==> src/rtl/kf76489_bus_writer_if.sv <==
// Host request handshake plus KF76489 write bus, bundled for the bus writer.
// The slave side belongs to the writer; the master side is the host/chip environment.
interface kf76489_bus_writer_if;
    logic       req_valid;
    logic       req_ready;
    logic [1:0] req_channel;
    logic       req_attn;
    logic [9:0] req_data;
    logic       CE_N;
    logic       WE_N;
    logic [7:0] D_OUT;
    logic       READY;
    logic       done;
    logic       timeout_err;

    modport slave (
        input  req_valid, req_channel, req_attn, req_data, READY,
        output req_ready, CE_N, WE_N, D_OUT, done, timeout_err
    );

    modport master (
        output req_valid, req_channel, req_attn, req_data, READY,
        input  req_ready, CE_N, WE_N, D_OUT, done, timeout_err
    );
endinterface

==> src/rtl/kf76489_bus_writer.sv <==
// Converts host register-write requests into one or two KF76489 bus bytes,
// each framed by setup, READY-terminated strobe (with timeout) and gap phases.
module kf76489_bus_writer #(
    parameter int SETUP_CYCLES = 1,
    parameter int MIN_STROBE   = 4,
    parameter int GAP_CYCLES   = 2,
    parameter int TIMEOUT      = 255
) (
    input  logic                    clock,
    input  logic                    reset,
    kf76489_bus_writer_if.slave     bus
);
    localparam int CW = $clog2(TIMEOUT + MIN_STROBE + SETUP_CYCLES + GAP_CYCLES + 1);

    typedef enum logic [1:0] {IDLE, SETUP, STROBE, GAP} state_t;

    state_t        state_q, state_d;
    logic [CW-1:0] cnt_q, cnt_d;
    logic [7:0]    dout_q, dout_d;
    logic [7:0]    byte2_q, byte2_d;
    logic          pend_q, pend_d;
    logic          tmo_q, tmo_d;
    logic          ce_n_q, ce_n_d;

    logic [2:0]    addr;
    logic [7:0]    first_byte;
    logic [7:0]    second_byte;
    logic          is_noise_ctl;
    logic          accept;
    logic          strobe_ok;
    logic          strobe_tmo;
    logic          gap_last;

    // Byte formatting: the chip numbers bits MSB-first, so fields are bit-reversed.
    always_comb begin
        addr         = {bus.req_channel, bus.req_attn};
        is_noise_ctl = (bus.req_channel == 2'd3) && !bus.req_attn;
        first_byte   = {bus.req_data[0], bus.req_data[1], bus.req_data[2], bus.req_data[3],
                        addr[0], addr[1], addr[2], 1'b1};
        if (is_noise_ctl)
            first_byte[7:4] = {bus.req_data[1], bus.req_data[0], bus.req_data[2], 1'b0};
        second_byte  = {bus.req_data[4], bus.req_data[5], bus.req_data[6],
                        bus.req_data[7], bus.req_data[8], bus.req_data[9], 2'b00};
    end

    always_ff @(posedge clock) begin
        if (reset) begin
            state_q <= IDLE;
            cnt_q   <= '0;
            dout_q  <= 8'hFF;
            byte2_q <= 8'h00;
            pend_q  <= 1'b0;
            tmo_q   <= 1'b0;
            ce_n_q  <= 1'b1;
        end else begin
            state_q <= state_d;
            cnt_q   <= cnt_d;
            dout_q  <= dout_d;
            byte2_q <= byte2_d;
            pend_q  <= pend_d;
            tmo_q   <= tmo_d;
            ce_n_q  <= ce_n_d;
        end
    end

    always_comb begin
        state_d    = state_q;
        cnt_d      = cnt_q + 1'b1;
        dout_d     = dout_q;
        byte2_d    = byte2_q;
        pend_d     = pend_q;
        tmo_d      = tmo_q;
        accept     = bus.req_valid && (state_q == IDLE);
        // READY is only honoured once the minimum strobe width has elapsed.
        strobe_ok  = (cnt_q >= CW'(MIN_STROBE - 1)) && bus.READY;
        strobe_tmo = (cnt_q == CW'(TIMEOUT - 1)) && !strobe_ok;
        case (state_q)
            IDLE: begin
                cnt_d = '0;
                if (accept) begin
                    state_d = SETUP;
                    dout_d  = first_byte;
                    byte2_d = second_byte;
                    pend_d  = !bus.req_attn && (bus.req_channel != 2'd3);
                    tmo_d   = 1'b0;
                end
            end
            SETUP: begin
                if (cnt_q == CW'(SETUP_CYCLES - 1)) begin
                    state_d = STROBE;
                    cnt_d   = '0;
                end
            end
            STROBE: begin
                if (strobe_ok) begin
                    state_d = GAP;
                    cnt_d   = '0;
                end else if (strobe_tmo) begin
                    state_d = GAP;
                    cnt_d   = '0;
                    tmo_d   = 1'b1;
                    pend_d  = 1'b0;
                end
            end
            GAP: begin
                if (cnt_q == CW'(GAP_CYCLES - 1)) begin
                    cnt_d = '0;
                    if (pend_q) begin
                        state_d = SETUP;
                        dout_d  = byte2_q;
                        pend_d  = 1'b0;
                    end else begin
                        state_d = IDLE;
                    end
                end
            end
            default: state_d = IDLE;
        endcase
        // Strobe lines are a flop of the next state, so they never glitch.
        ce_n_d = (state_d != STROBE);
    end

    always_comb begin
        gap_last        = (state_q == GAP) && (cnt_q == CW'(GAP_CYCLES - 1));
        bus.req_ready   = (state_q == IDLE) && !reset;
        bus.done        = gap_last && !pend_q && !reset;
        bus.timeout_err = gap_last && !pend_q && tmo_q && !reset;
        bus.CE_N        = ce_n_q;
        bus.WE_N        = ce_n_q;
        bus.D_OUT       = dout_q;
    end
endmodule

==> src/flat_wrapper.sv <==
// flat-port wrapper written by rule: the top's interface ports become plain ports
module kf76489_bus_writer_flat 
#(
    parameter int SETUP_CYCLES = 1,
    parameter int MIN_STROBE   = 4,
    parameter int GAP_CYCLES   = 2,
    parameter int TIMEOUT      = 255
)
  (clock, reset, bus_req_valid, bus_req_channel, bus_req_attn, bus_req_data, bus_READY, bus_req_ready, bus_CE_N, bus_WE_N, bus_D_OUT, bus_done, bus_timeout_err);
  kf76489_bus_writer_if bus_i ();
  input  logic clock;
  input  logic reset;
  input wire logic [$bits(bus_i.req_valid)-1:0] bus_req_valid;
  input wire logic [$bits(bus_i.req_channel)-1:0] bus_req_channel;
  input wire logic [$bits(bus_i.req_attn)-1:0] bus_req_attn;
  input wire logic [$bits(bus_i.req_data)-1:0] bus_req_data;
  input wire logic [$bits(bus_i.READY)-1:0] bus_READY;
  output wire logic [$bits(bus_i.req_ready)-1:0] bus_req_ready;
  output wire logic [$bits(bus_i.CE_N)-1:0] bus_CE_N;
  output wire logic [$bits(bus_i.WE_N)-1:0] bus_WE_N;
  output wire logic [$bits(bus_i.D_OUT)-1:0] bus_D_OUT;
  output wire logic [$bits(bus_i.done)-1:0] bus_done;
  output wire logic [$bits(bus_i.timeout_err)-1:0] bus_timeout_err;
  assign bus_i.req_valid = bus_req_valid;
  assign bus_i.req_channel = bus_req_channel;
  assign bus_i.req_attn = bus_req_attn;
  assign bus_i.req_data = bus_req_data;
  assign bus_i.READY = bus_READY;
  assign bus_req_ready = bus_i.req_ready;
  assign bus_CE_N = bus_i.CE_N;
  assign bus_WE_N = bus_i.WE_N;
  assign bus_D_OUT = bus_i.D_OUT;
  assign bus_done = bus_i.done;
  assign bus_timeout_err = bus_i.timeout_err;
  kf76489_bus_writer #(.SETUP_CYCLES(SETUP_CYCLES), .MIN_STROBE(MIN_STROBE), .GAP_CYCLES(GAP_CYCLES), .TIMEOUT(TIMEOUT)) u_core (.clock(clock), .reset(reset), .bus(bus_i));
endmodule
==> config.mk <==
export PLATFORM = sky130hd
export DESIGN_NAME = kf76489_bus_writer_flat
export DESIGN_NICKNAME = d
export VERILOG_FILES = /design/src/rtl/kf76489_bus_writer_if.sv /design/src/rtl/kf76489_bus_writer.sv /design/src/flat_wrapper.sv
export SDC_FILE = /design/constraint.sdc
export NUM_CORES = 1
export LEC_CHECK = 0
export ABC_AREA = 1
export CORE_UTILIZATION = 50
export DETAILED_ROUTE_END_ITERATION = 10
export GPL_TIMING_DRIVEN = 0
export PLACE_DENSITY = 0.82
export SLEW_MARGIN = 10
export SYNTH_ARGS = -nofsm -noshare
export SYNTH_HDL_FRONTEND = slang
export SYNTH_SLANG_ARGS = --single-unit
export TNS_END_PERCENT = 100
==> constraint.sdc <==
create_clock -name clock -period 1.8 [get_ports clock]
set_clock_uncertainty 0.2 [all_clocks]
set_input_delay 0.54 -clock clock [delete_from_list [all_inputs] [get_ports clock]]
set_output_delay 0.54 -clock clock [all_outputs]
set_load 0.1 [all_outputs]
==> After elaboration in Yosys (flattened, before gate mapping) <==
Cells that the tools add are included.
{ "classes": {"add_sub_neg": 1, "n_mul": 0, "n_div": 0, "order_cmp": 1, "n_eq_ne": 13, "shifts": 0, "mux": 26, "bitwise_logic": 0, "reduce_logical": 24} }
{ "ops": {"columns": ["cell", "count"], "rows": [
  ["9-bit two-way mux", 4],
  ["9-bit case mux with 4 select lines", 1],
  ["8-bit two-way mux", 3],
  ["8-bit case mux with 2 select lines", 1],
  ["1-bit logical AND", 11],
  ["2-bit two-way mux", 5],
  ["9-bit by 1-bit adder with 9-bit output (second input constant)", 1],
  ["9-bit by 1-bit equality test with 1-bit output (second input constant)", 1],
  ["9-bit by 8-bit equality test with 1-bit output (second input constant)", 1],
  ["9-bit by 2-bit >= comparator with 1-bit output (second input constant)", 1],
  ["9-bit zero test", 1],
  ["1-bit two-way mux", 8],
  ["2-bit by 1-bit != test with 1-bit output (second input constant)", 4],
  ["2-bit case mux with 4 select lines", 1],
  ["4-bit AND reduction", 2],
  ["2-bit equality test (second input constant)", 3],
  ["2-bit != test (second input constant)", 3],
  ["5-bit AND reduction", 1],
  ["1-bit zero test", 4],
  ["4-bit two-way mux", 1],
  ["2-bit nonzero test", 2],
  ["1-bit case mux with 3 select lines", 1],
  ["3-bit nonzero test", 1],
  ["2-bit by 1-bit equality test with 1-bit output (second input constant)", 1],
  ["other kinds (3)", 3]
]} }
{ "word_totals": {"reg_bits": 28, "latchBits": 0, "ramBits": 0, "rom_bits": 0, "in_bits": 17, "out_inout_bits": 13, "wordCells": 72, "memories": 0} }

==> Longest topological paths before layout <==
Gate-level depths: netlist (run 1).
{ "logic_depth": {"word_depth": 8, "mapped_depth": 10, "ltp_nobuf": 10} }

==> Least setup slack after synthesis (run 1) <==
No wires, ideal clock.
{ "synth_path": {"path_kind": "register to output", "start": "register u_core.cnt_q[0]", "end": "output port bus_timeout_err", "arrival_ps": 2856, "t_required_ps": 1060, "path_slack_ps": -1796, "path_stages_with_launch": 5, "n_path_buf": 0, "cell_sequence": "dfxtp_1 ha_1 nand4_1 nor3_2 and2_1"} }
{ "synth_between": {"elab_chain_len": 5} }
{ "synth_rtl": {"columns": ["element", "line", "text"], "rows": [
  ["from (decl)", "kf76489_bus_writer.sv:18", "logic [CW-1:0] cnt_q, cnt_d;"],
  ["from (signal assigned)", "kf76489_bus_writer.sv:57", "cnt_q <= cnt_d;"],
  ["9-bit by 1-bit equality test with 1-bit output", "kf76489_bus_writer.sv:124", "gap_last = (state_q == GAP) && (cnt_q == CW'(GAP_CYCLES - 1));"],
  ["1-bit logical AND", "kf76489_bus_writer.sv:124", null],
  ["1-bit logical AND (3 in a row)", "kf76489_bus_writer.sv:127", "bus.timeout_err = gap_last && !pend_q && tmo_q && !reset;"],
  ["to (decl)", "flat_wrapper.sv:23", "output wire logic [$bits(bus_i.timeout_err)-1:0] bus_timeout_err;"]
]} }
No other way between the ends.

==> Worst setup path after layout (run 1) <==
{ "layout_path": {"start": "register u_core.cnt_q[3]", "end": "output port bus_timeout_err"} }
The elaborated chain is that of the path after synthesis.

==> results of run 1 <==
[worst paths after layout]
check | slack, ns | endpoint
max | -0.59 | bus_timeout_err
min | 0.26 | u_core.byte2_q[4]
max reg2reg | 0.05 | u_core.cnt_q[8]
min reg2reg | 0.26 | u_core.byte2_q[4]
[power groups by stage]
stage | clock network (mW) | registers [mW] | logic (mW)
6_report | 0.257 | 0.729 | 0.742
5_1_grt | 0.280 | 0.738 | 0.785
4_1_cts | 0.260 | 0.723 | 0.684
3_5_place_dp | 0 | 0.739 | 0.645
3_3_place_gp | 0 | 0.737 | 0.642
2_1_floorplan | 0 | 0.959 | 0.269
[cells in the final DEF (no fill, tap or decap), types with 9 or more instances in the layout]
cell type        count
o21ai_0             15
nand2_1             35
nor2_1              15
inv_1               16
inv_2                9
nor2_2              11
buf_4               26
clkdlybuf4s50_1     15
dfxtp_1             17
nand3_1             17
nand2_2              9
[critical path: cells and delay by family (launching register included)]
family | cells | cell delay, ns
buffers and inverters | 2 | 0.22
DFF | 1 | 0.35
and+or+nand+nor | 5 | 0.75
[metrics by stage]
stage | power [mW] | hold slack, ns | cell area [um2]
final | 1.73 | 0.257 | 2110
after global routing | 1.80 | 0.303 | 2110
after CTS | 1.67 | 0.260 | 2050
after detailed placement | 1.38 | 0.241 | 1810
after global placement | 1.38 | 0.236 | 1810
after floorplan | 1.23 | 0.224 | 1480
[sequential cells by signal, indices dropped and copies added (netlist names)]
name and count:
u_core.cnt_q 9, u_core.bus.D_OUT 8, u_core.byte2_q 6, u_core.state_q 2, u_core.bus.CE_N 1, u_core.pend_q 1, u_core.tmo_q 1
[metal layers]
layer,up-vias,part of all wire
li1,734,-
met3,10,0.038
met5,-,0
met1,679,0.40
met2,33,0.54
met4,0,0.023
[area by class of cell]
class / instances / area [um2]
clock buffer: 3 / 22.5
buffer: 4 / 21.3
sequential: 28 / 582
inverter: 27 / 106
fill: 177 / 621
timing repair buffer: 47 / 440
tap: 31 / 38.8
multi-input combinational: 142 / 902
[cells by family after synthesis]
group,share of synthesized area
adder cells (fa/ha/maj),0.0347
XOR/XNOR,0.0425
AND/OR/NAND/NOR,0.348
buffers and inverters,0.0868
flip-flops,0.389
AO/OA/AOI/OAI,0.0990
[what timing repair did]
action,in CTS,in global routing
gates cloned,1,1
gates resized for setup,108,22
setup endpoints to repair,23,28
setup buffers,22,1
pin swaps,10,2
==> results.md, run 1 <==
* Outcome: finished, violations left
* Failing checks: negative setup slack
* Flop pwr share at 0.422
* Core area at 2730 um2
* DIE WIDTH at 55.7 um
* Comb power frac at 0.430
* Net Sw Frac at 0.433
* CP Capture Type: output port
* Setup-failing EPs final at 3
* Synth area leaders: dfxtp_1, nand2_1, nand3_1
* Top cell type's share of synthesized area at 0.389
* Crit path from: u_core.cnt_q[3]
* Initial antenna violation count at 0
* Layout net count at 274
* H-tree lvl count at 1
* Clock power frac at 0.149
* Top_reg_cell synth: dfxtp_1
* Sequential fraction of the synthesis area at 0.389
* Vias at 1456
* Routed Antenna Nets at 0
* Clock sinks at 28
* Via/cell ratio at 5.16
* Maximum VDD drop at 0.838 mV
* Tcrit/Tclk final at 1.33
* Share of layout cells above drive strength 1 at 0.406
* Non-Filler Instances at 282
* Max Cap Viol at 0
* PD cells at 818 nW/um2
* Hpwl dp at 2.20 mm
* CP peak stage delay at 0.35 ns
* Final WS setup at -0.588 ns
* Clock transition at path regs at 0.14 ns
* Setup TNS at -1.35 ns
* Final wirelength at 3.67 mm
* Crit Reg-Reg Startpoint: u_core.cnt_q[0]
* Die Span Y at 55.7 um
* Worst-margin pin slew at 0.498 ns
* Hold_buf cts at 0
* # diodes at 0
* IO Port Bufs at 29
* Post-synth EDFFs at 0
* Met2 track demand over resource at 0.453
* Synth warn at 0
* Syn Inst Count at 199
* Clock tree buffer depth at 2
* Min-delay worst type: register to register
* Hold depth at 2
* Syn Area/Cell at 7.24 um2
* Std cell rows at 19
* Syn nets at 220
* Met1 GRT Util at 0.236
* First-pass GRT wire length at 5.65 mm
* Arr. time, crit path at 1.65 ns
* Unrepaired setup endpoints after global routing: true
* Crit path max fanout at 2
* Maximum clock frequency at 419 MHz
* Root Buffer Master: clkbuf_4
* Pint at 0.980 mW
* Skew-Pair Late Insertion Delay at 0.34 ns
* # DRC at 0
* Placed instance count at 259
* Largest net degree at the start of global routing at 15
* Netlist Area Pre-Place at 1440 um2
* Initial Util at 0.527
* Most frequent cell after synthesis: nand2_1
* Synth async-reset ratio at 0
* Wire length per cell at 13.0 um
* CTS tree: yes
* Post-synth top cells: nand2_1, dfxtp_1, inv_1
* DP Worst Slack at -1.56 ns
* Worst r2r path cells at 10
* CP max stage cell: dfxtp_2
* Leakage power at 0.918 nW
* Max-slew violations at 0
* Final hold vios at 0
* Final design utilization at 0.773
* RD Place Congestion at 0.765
* Die ar. at 3100 um2
* Total grt overflow at 0
* GRT Total Usage at 0.231
* Hold Crit Start: u_core.byte2_q[4]
* CP Cell Sequence: inv_2 -> nand2_2 -> nor2_4 -> nand4_1 -> nor3_4 -> and2_4 -> buf_12
* Io pins at 30
* Synthesis-to-layout area growth at 46.6%
* Relative slew slack at 0.667
* Number of global-route vias before repair at 1381
* CTS Buf Count at 3
* Router iterations before antenna repair at 4
* P_sw at 0.748 mW
* Busiest grt layer: met2
* CP required at 1.06 ns
* Iter 0 DRT Violations at 66
* Type of origin of the critical path: register
* Met3 Use GR at 0.0488
* Largest area contributor in the netlist: dfxtp_1
* Post-synth cell types at 28
* CP Class: register to output port
* Synthesized flop and latch total at 28
* Final Critical Period at 2.39 ns
Power figures use the tool's default switching activity.
==> inputs of run 2 (changes only) <==
SKIP_LAST_GASP = 1   (was unset)
==> run 2 against run 1 <==
The flow still finishes with violations (negative setup slack). Core utilization decreased by 1.6 points. First-iteration DRC count fell by 17%. Count of clock-buffer cells in the layout did not move. Sequential cell count is the same. Via count grew 1.7%. Total power decreased by 0.31%. Maximum frequency increased by 0.21%. Die area did not move. Non-clock buffer count shrank 1. Critical path depth stayed put. Critical path type unchanged. Largest cell class unchanged. Highest routed layer unchanged.
==> results.md, run 2 (synthesis results as in run 1) <==
* Final WS setup at -0.583 ns (was -0.588 ns)
* Hpwl dp at 2.20 mm (unchanged)
* Final design utilization at 0.757 (was 0.773)
* CTS Buf Count at 3 (unchanged)
* Final wirelength at 3.75 mm (was 3.67 mm)
* CP Capture Point: bus_timeout_err (unchanged)
* Std cell rows at 19 (unchanged)
* GRT Total Usage at 0.253 (was 0.231)
* Met1 GRT Util at 0.244 (was 0.236)
* Busiest grt layer: met2 (unchanged)
* CP required at 1.06 ns (about the same)
* Maximum VDD drop at 0.820 mV (was 0.838 mV)
* Most common cell after layout, fill and taps aside: nand2_1 (unchanged)
* Leakage power at 0.899 nW (was 0.918 nW)
* Final Critical Period at 2.38 ns (was 2.39 ns)
* Setup-failing EPs final at 3 (unchanged)
* DIE WIDTH at 55.7 um (unchanged)
* Min Hold Slack at 0.272 ns (was 0.257 ns)
* Met2 track demand over resource at 0.484 (was 0.453)
* CP Class: register to output port (unchanged)
* Io pins at 30 (unchanged)
* DP Worst Slack at -1.56 ns (unchanged)
* H-tree lvl count at 1 (unchanged)
* Root Buffer Master: clkbuf_4 (unchanged)
* Clock tree buffer depth at 2 (unchanged)
* Maximum clock frequency at 420 MHz (was 419 MHz)
* Synthesis-to-layout area growth at 43.5% (was 46.6%)
* Core area at 2730 um2 (unchanged)
* Reg2Reg Setup Slack at 0.04 ns (was 0.05 ns)
* Initial Util at 0.527 (unchanged)
* Die ar. at 3100 um2 (unchanged)
* # DRC at 0 (unchanged)
* Crit path from: u_core.cnt_q[3] (unchanged)
* Met3 Use GR at 0.0488 (unchanged)
* CP Capture Type: output port (unchanged)
* Iter 0 DRT Violations at 55 (was 66)
* Layout net count at 273 (was 274)
* Clock sinks at 28 (unchanged)
* Crit path max fanout at 2 (unchanged)
* Final hold vios at 0 (unchanged)
* Max Cap Viol at 0 (unchanged)
* Worst-margin pin slew at 0.452 ns (was 0.498 ns)
* Total grt overflow at 0 (unchanged)
* Largest net degree at the start of global routing at 15 (unchanged)
* Unrepaired setup endpoints after global routing: true (unchanged)
* Routed Antenna Nets at 0 (unchanged)
* Setup TNS at -1.37 ns (was -1.35 ns)
* Share of layout cells above drive strength 1 at 0.388 (was 0.406)
* Placed instance count at 259 (unchanged)
* Via/cell ratio at 5.27 (was 5.16)
* Die Span Y at 55.7 um (unchanged)
* Commonest non-fill, non-tap cells in the layout: nand2_1, buf_4, nand3_1, dfxtp_1, inv_1 (unchanged)
* Cell Area, Placed at 1810 um2 (unchanged)
* Number of global-route vias before repair at 1435 (was 1381)
* Worst r2r path cells at 10 (unchanged)
* Tcrit/Tclk final at 1.32 (was 1.33)
* Max-slew violations at 0 (unchanged)
* Arr. time, crit path at 1.64 ns (was 1.65 ns)
* Crit Reg-Reg Startpoint: u_core.cnt_q[0] (unchanged)
* Skew-Pair Late Insertion Delay at 0.35 ns (was 0.34 ns)
* Design Power at 1.72 mW (was 1.73 mW)
* Min-delay worst type: register to register (unchanged)
* RD Place Congestion at 0.765 (unchanged)
* Non-Filler Instances at 281 (was 282)
* Max FFs per register at 9 (unchanged)
* Type of origin of the critical path: register (unchanged)
* Clock transition at path regs at 0.14 ns (about the same)
* # diodes at 0 (unchanged)
* Hold_buf cts at 0 (unchanged)
* Vias at 1481 (was 1456)
* Outcome: finished, violations left (unchanged)
* Failing checks: negative setup slack (unchanged)
* First-pass GRT wire length at 6.02 mm (was 5.65 mm)
* Top reg by flops: u_core.cnt_q (unchanged)
* Initial antenna violation count at 0 (unchanged)
* Router iterations before antenna repair at 4 (unchanged)
* Final Cell Area at 2070 um2 (was 2110 um2)
* PD cells at 833 nW/um2 (was 818 nW/um2)
* CTS tree: yes (unchanged)
* Relative slew slack at 0.699 (was 0.667)
* Wire length per cell at 13.4 um (was 13.0 um)
* IO Port Bufs at 29 (unchanged)
* Reg2reg end: u_core.cnt_q[4] (was u_core.cnt_q[8])
-- run 2: cell type report --
class                      count  area [um2]
tap                           31        38.8
multi-input combinational    142         868
buffer                         4        21.3
fill                         194         666
sequential                    28         582
inverter                      27         106
clock buffer                   3        22.5
timing repair buffer          46         429
-- run 2: what timing repair did --
item | 4_1_cts | 5_1_grt
gates cloned | 1 | 1
endpoints found under the setup margin | 23 | 31
buffers inserted | 22 | 2
pin swaps | 8 | 3
gates resized for setup | 101 | 18
-- run 2: per-layer routing --
metal / vias up / routed length, um
met5: - / 0
li1: 736 / -
met3: 9 / 180
met4: 0 / 109
met2: 45 / 2050
met1: 691 / 1420
-- run 2: worst max-delay path, cell delays in order, from the launching register on --
cell and delay [ns]:
dfxtp_2 0.36, inv_2 0.06, nand2_2 0.07, nor2_4 0.10
nand4_1 0.17, nor3_4 0.19, and2_4 0.18, buf_12 0.16
-- run 2: power breakdown --
part | leakage (nW) | switching, mW | internal, mW
Clock | 0.0138 | 0.186 | 0.0793
Sequential | 0.235 | 0.0461 | 0.683
Combinational | 0.650 | 0.519 | 0.210
-- run 2: how the worst min path moves through the flow --
stage	to	startpoint	cells after the start
final	u_core.bus.D_OUT[1]	u_core.bus.D_OUT[1]	2
after global placement	u_core.byte2_q[4]	u_core.byte2_q[4]	2
after floorplan	u_core.byte2_q[2]	u_core.byte2_q[2]	2
after CTS	u_core.byte2_q[4]	u_core.byte2_q[4]	2
after global routing	u_core.bus.D_OUT[1]	u_core.bus.D_OUT[1]	2
after detailed placement	u_core.byte2_q[4]	u_core.byte2_q[4]	2
==> inputs of run 3 (changes only) <==
CORE_ASPECT_RATIO = 0.6   (was unset)
==> run 3 against run 2 <==
The run ends with design-rule violations, negative setup slack left. Sequential cell count unchanged. Global-route usage down 0.73 points. Critical path depth unchanged. Highest routed layer unchanged. Hold slack worse by 0.0096 ns. Final cell count shrank 2.8%. Total power is 4.7% higher. Combinational power down 6.9%. Clock power up 49%.
==> results.md, run 3 (synthesis results as in run 1) <==
* CTS tree: yes (unchanged)
* GRT Total Usage at 0.246 (was 0.253)
* Worst-margin pin slew at 0.488 ns (was 0.452 ns)
* Most common cell after layout, fill and taps aside: nand2_1 (unchanged)
* # diodes at 0 (unchanged)
* Family with the most delay on the worst path: simple AND/OR/NAND/NOR gates (unchanged)
* Clock tree buffer depth at 2 (unchanged)
* Root Buffer Master: clkbuf_8 (was clkbuf_4)
* Leakage power at 0.866 nW (was 0.899 nW)
* Tcrit/Tclk final at 1.30 (was 1.32)
* # DRC at 3 (was 0)
* Layout net count at 263 (was 273)
* CP Capture Type: output port (unchanged)
* Initial antenna violation count at 0 (unchanged)
* Clock transition at path regs at 0.10 ns (was 0.14 ns)
* Max-slew violations at 0 (unchanged)
* Max Cap Viol at 0 (unchanged)
* Placed instance count at 260 (was 259)
* Total grt overflow at 0 (unchanged)
* RD Place Congestion at 0.867 (was 0.765)
* Top reg by flops: u_core.cnt_q (unchanged)
* Largest net degree at the start of global routing at 16 (was 15)
* CTS Buf Count at 3 (unchanged)
* Unrepaired setup endpoints after global routing: true (unchanged)
* CP Class: register to output port (unchanged)
* DP Worst Slack at -1.60 ns (was -1.56 ns)
* Maximum clock frequency at 426 MHz (was 420 MHz)
* Non-Filler Instances at 273 (was 281)
* IO Port Bufs at 29 (unchanged)
* Final Critical Period at 2.35 ns (was 2.38 ns)
* CP Cell Sequence: inv_2 -> nand2_2 -> nor2_4 -> nand4_1 -> nor3_4 -> and2_4 -> buf_12 (unchanged)
* Share of layout cells above drive strength 1 at 0.353 (was 0.388)
* DIE WIDTH at 71.3 um (was 55.7 um)
* Final WS setup at -0.545 ns (was -0.583 ns)
* CP required at 1.06 ns (about the same)
* Vias at 1445 (was 1481)
* Initial Util at 0.552 (was 0.527)
* Hpwl dp at 2.47 mm (was 2.20 mm)
* Commonest non-fill, non-tap cells in the layout: nand2_1, nand3_1, dfxtp_1 (was nand2_1, buf_4, nand3_1, dfxtp_1, inv_1)
* Core area at 2610 um2 (was 2730 um2)
* Number of global-route vias before repair at 1266 (was 1435)
* Multi-input gate area at 822 um2 (was 868 um2)
* Final hold vios at 0 (unchanged)
* CP max stage cell: dfxtp_2 (unchanged)
* Relative slew slack at 0.677 (was 0.699)
* Maximum VDD drop at 0.514 mV (was 0.820 mV)
* Routed Antenna Nets at 0 (unchanged)
* Via/cell ratio at 5.29 (was 5.27)
* Outcome: finished, violations left (unchanged)
* Die Span Y at 43.6 um (was 55.7 um)
* First-pass GRT wire length at 5.69 mm (was 6.02 mm)
* Setup TNS at -1.20 ns (was -1.37 ns)
* H-tree lvl count at 1 (unchanged)
* Final wirelength at 3.65 mm (was 3.75 mm)
* Failing checks: design-rule violations, negative setup slack (was negative setup slack)
* Min-delay worst type: register to register (unchanged)
* Std cell rows at 14 (was 19)
* Worst path bufs/invs at 2 (unchanged)
* Hold_buf cts at 0 (unchanged)
* Io pins at 30 (unchanged)
* Crit path max fanout at 2 (unchanged)
* Arr. time, crit path at 1.61 ns (was 1.64 ns)
* Type of origin of the critical path: register (unchanged)
* Clock sinks at 28 (unchanged)
* Setup-failing EPs final at 3 (unchanged)
* PD cells at 913 nW/um2 (was 833 nW/um2)
* Die ar. at 3110 um2 (was 3100 um2)
* Fillers at 188 (was 194)
* Iter 0 DRT Violations at 167 (was 55)
* Router iterations before antenna repair at 9 (was 4)
* Synthesis-to-layout area growth at 37.0% (was 43.5%)
* Sequential standard cell area at 584 um2 (was 582 um2)
* CP peak stage delay at 0.34 ns (was 0.36 ns)
* Max FFs per register at 9 (unchanged)
* Skew-Pair Late Insertion Delay at 0.28 ns (was 0.35 ns)
* Wire length per cell at 13.4 um (about the same)
run 3: cell count changes in the layout (fill, tap and decap cells not counted), sizes merged:
cell         change
clkbuf           +9
o21ai            -1
buf             -16
dlygate4sd2      -1
run 3: area by class of cell:
cell class | count | area share
multi-input cells | 141 | 0.416
inverters | 27 | 0.0526
clock buffers | 4 | 0.0279
repair buffers | 37 | 0.176
plain buffers | 4 | 0.0108
well taps | 32 | 0.0203
flip-flops and latches | 28 | 0.296
run 3: timing repair:
item                       in CTS  in global routing
pin swaps                       4                  1
setup endpoints to repair      25                 33
setup buffers                   8                  0
hold endpoints to repair        0                  0
resized for setup              97                 16
cloned                          0                  1
run 3: path summary, 6_finish.rpt:
check | slack [ns] | from | to | cells after the start
setup reg to reg | 0.06 | u_core.cnt_q[1] | u_core.cnt_q[3] | 9
hold reg to reg | 0.26 | u_core.bus.D_OUT[0] | u_core.bus.D_OUT[0] | 2
setup / recovery | -0.55 | u_core.cnt_q[5] | bus_timeout_err | 7
hold / removal | 0.26 | u_core.bus.D_OUT[0] | u_core.bus.D_OUT[0] | 2
run 3: metal layers:
metal / up-vias / GRT usage / wire, um
li1: 709 / - / -
met1: 666 / 0.339 / 1620
met2: 66 / 0.377 / 1690
met3: 4 / 0.0651 / 314
met4: 0 / 0.0840 / 27
met5: - / 0 / 0
run 3: power by group:
part / switching (mW) / internal (mW)
sequential: 0.0475 / 0.683
combinational: 0.501 / 0.178
clock: 0.198 / 0.196
total: 0.746 / 1.06
run 3: worst reg2reg max path, stage by stage (launching register included):
cell and delay (ns):
dfxtp_2 0.33, buf_4 0.14, ha_2 0.19, a21oi_2 0.13, nand3_2 0.09, nand2_2 0.07, nand2_2 0.07, o21ai_4 0.22
nand2_4 0.13, nor2_2 0.11
run 3: stage by stage:
step / utilization / hold WS [ns] / power (mW) / area (um2)
after CTS: 0.737 / 0.257 / 1.77 / 1920
after detailed placement: 0.692 / 0.244 / 1.39 / 1810
final: 0.756 / 0.262 / 1.80 / 1970
after global placement: 0.692 / 0.240 / 1.38 / 1810
after global routing: 0.756 / 0.292 / 1.88 / 1970
after floorplan: - / 0.224 / 1.23 / 1480
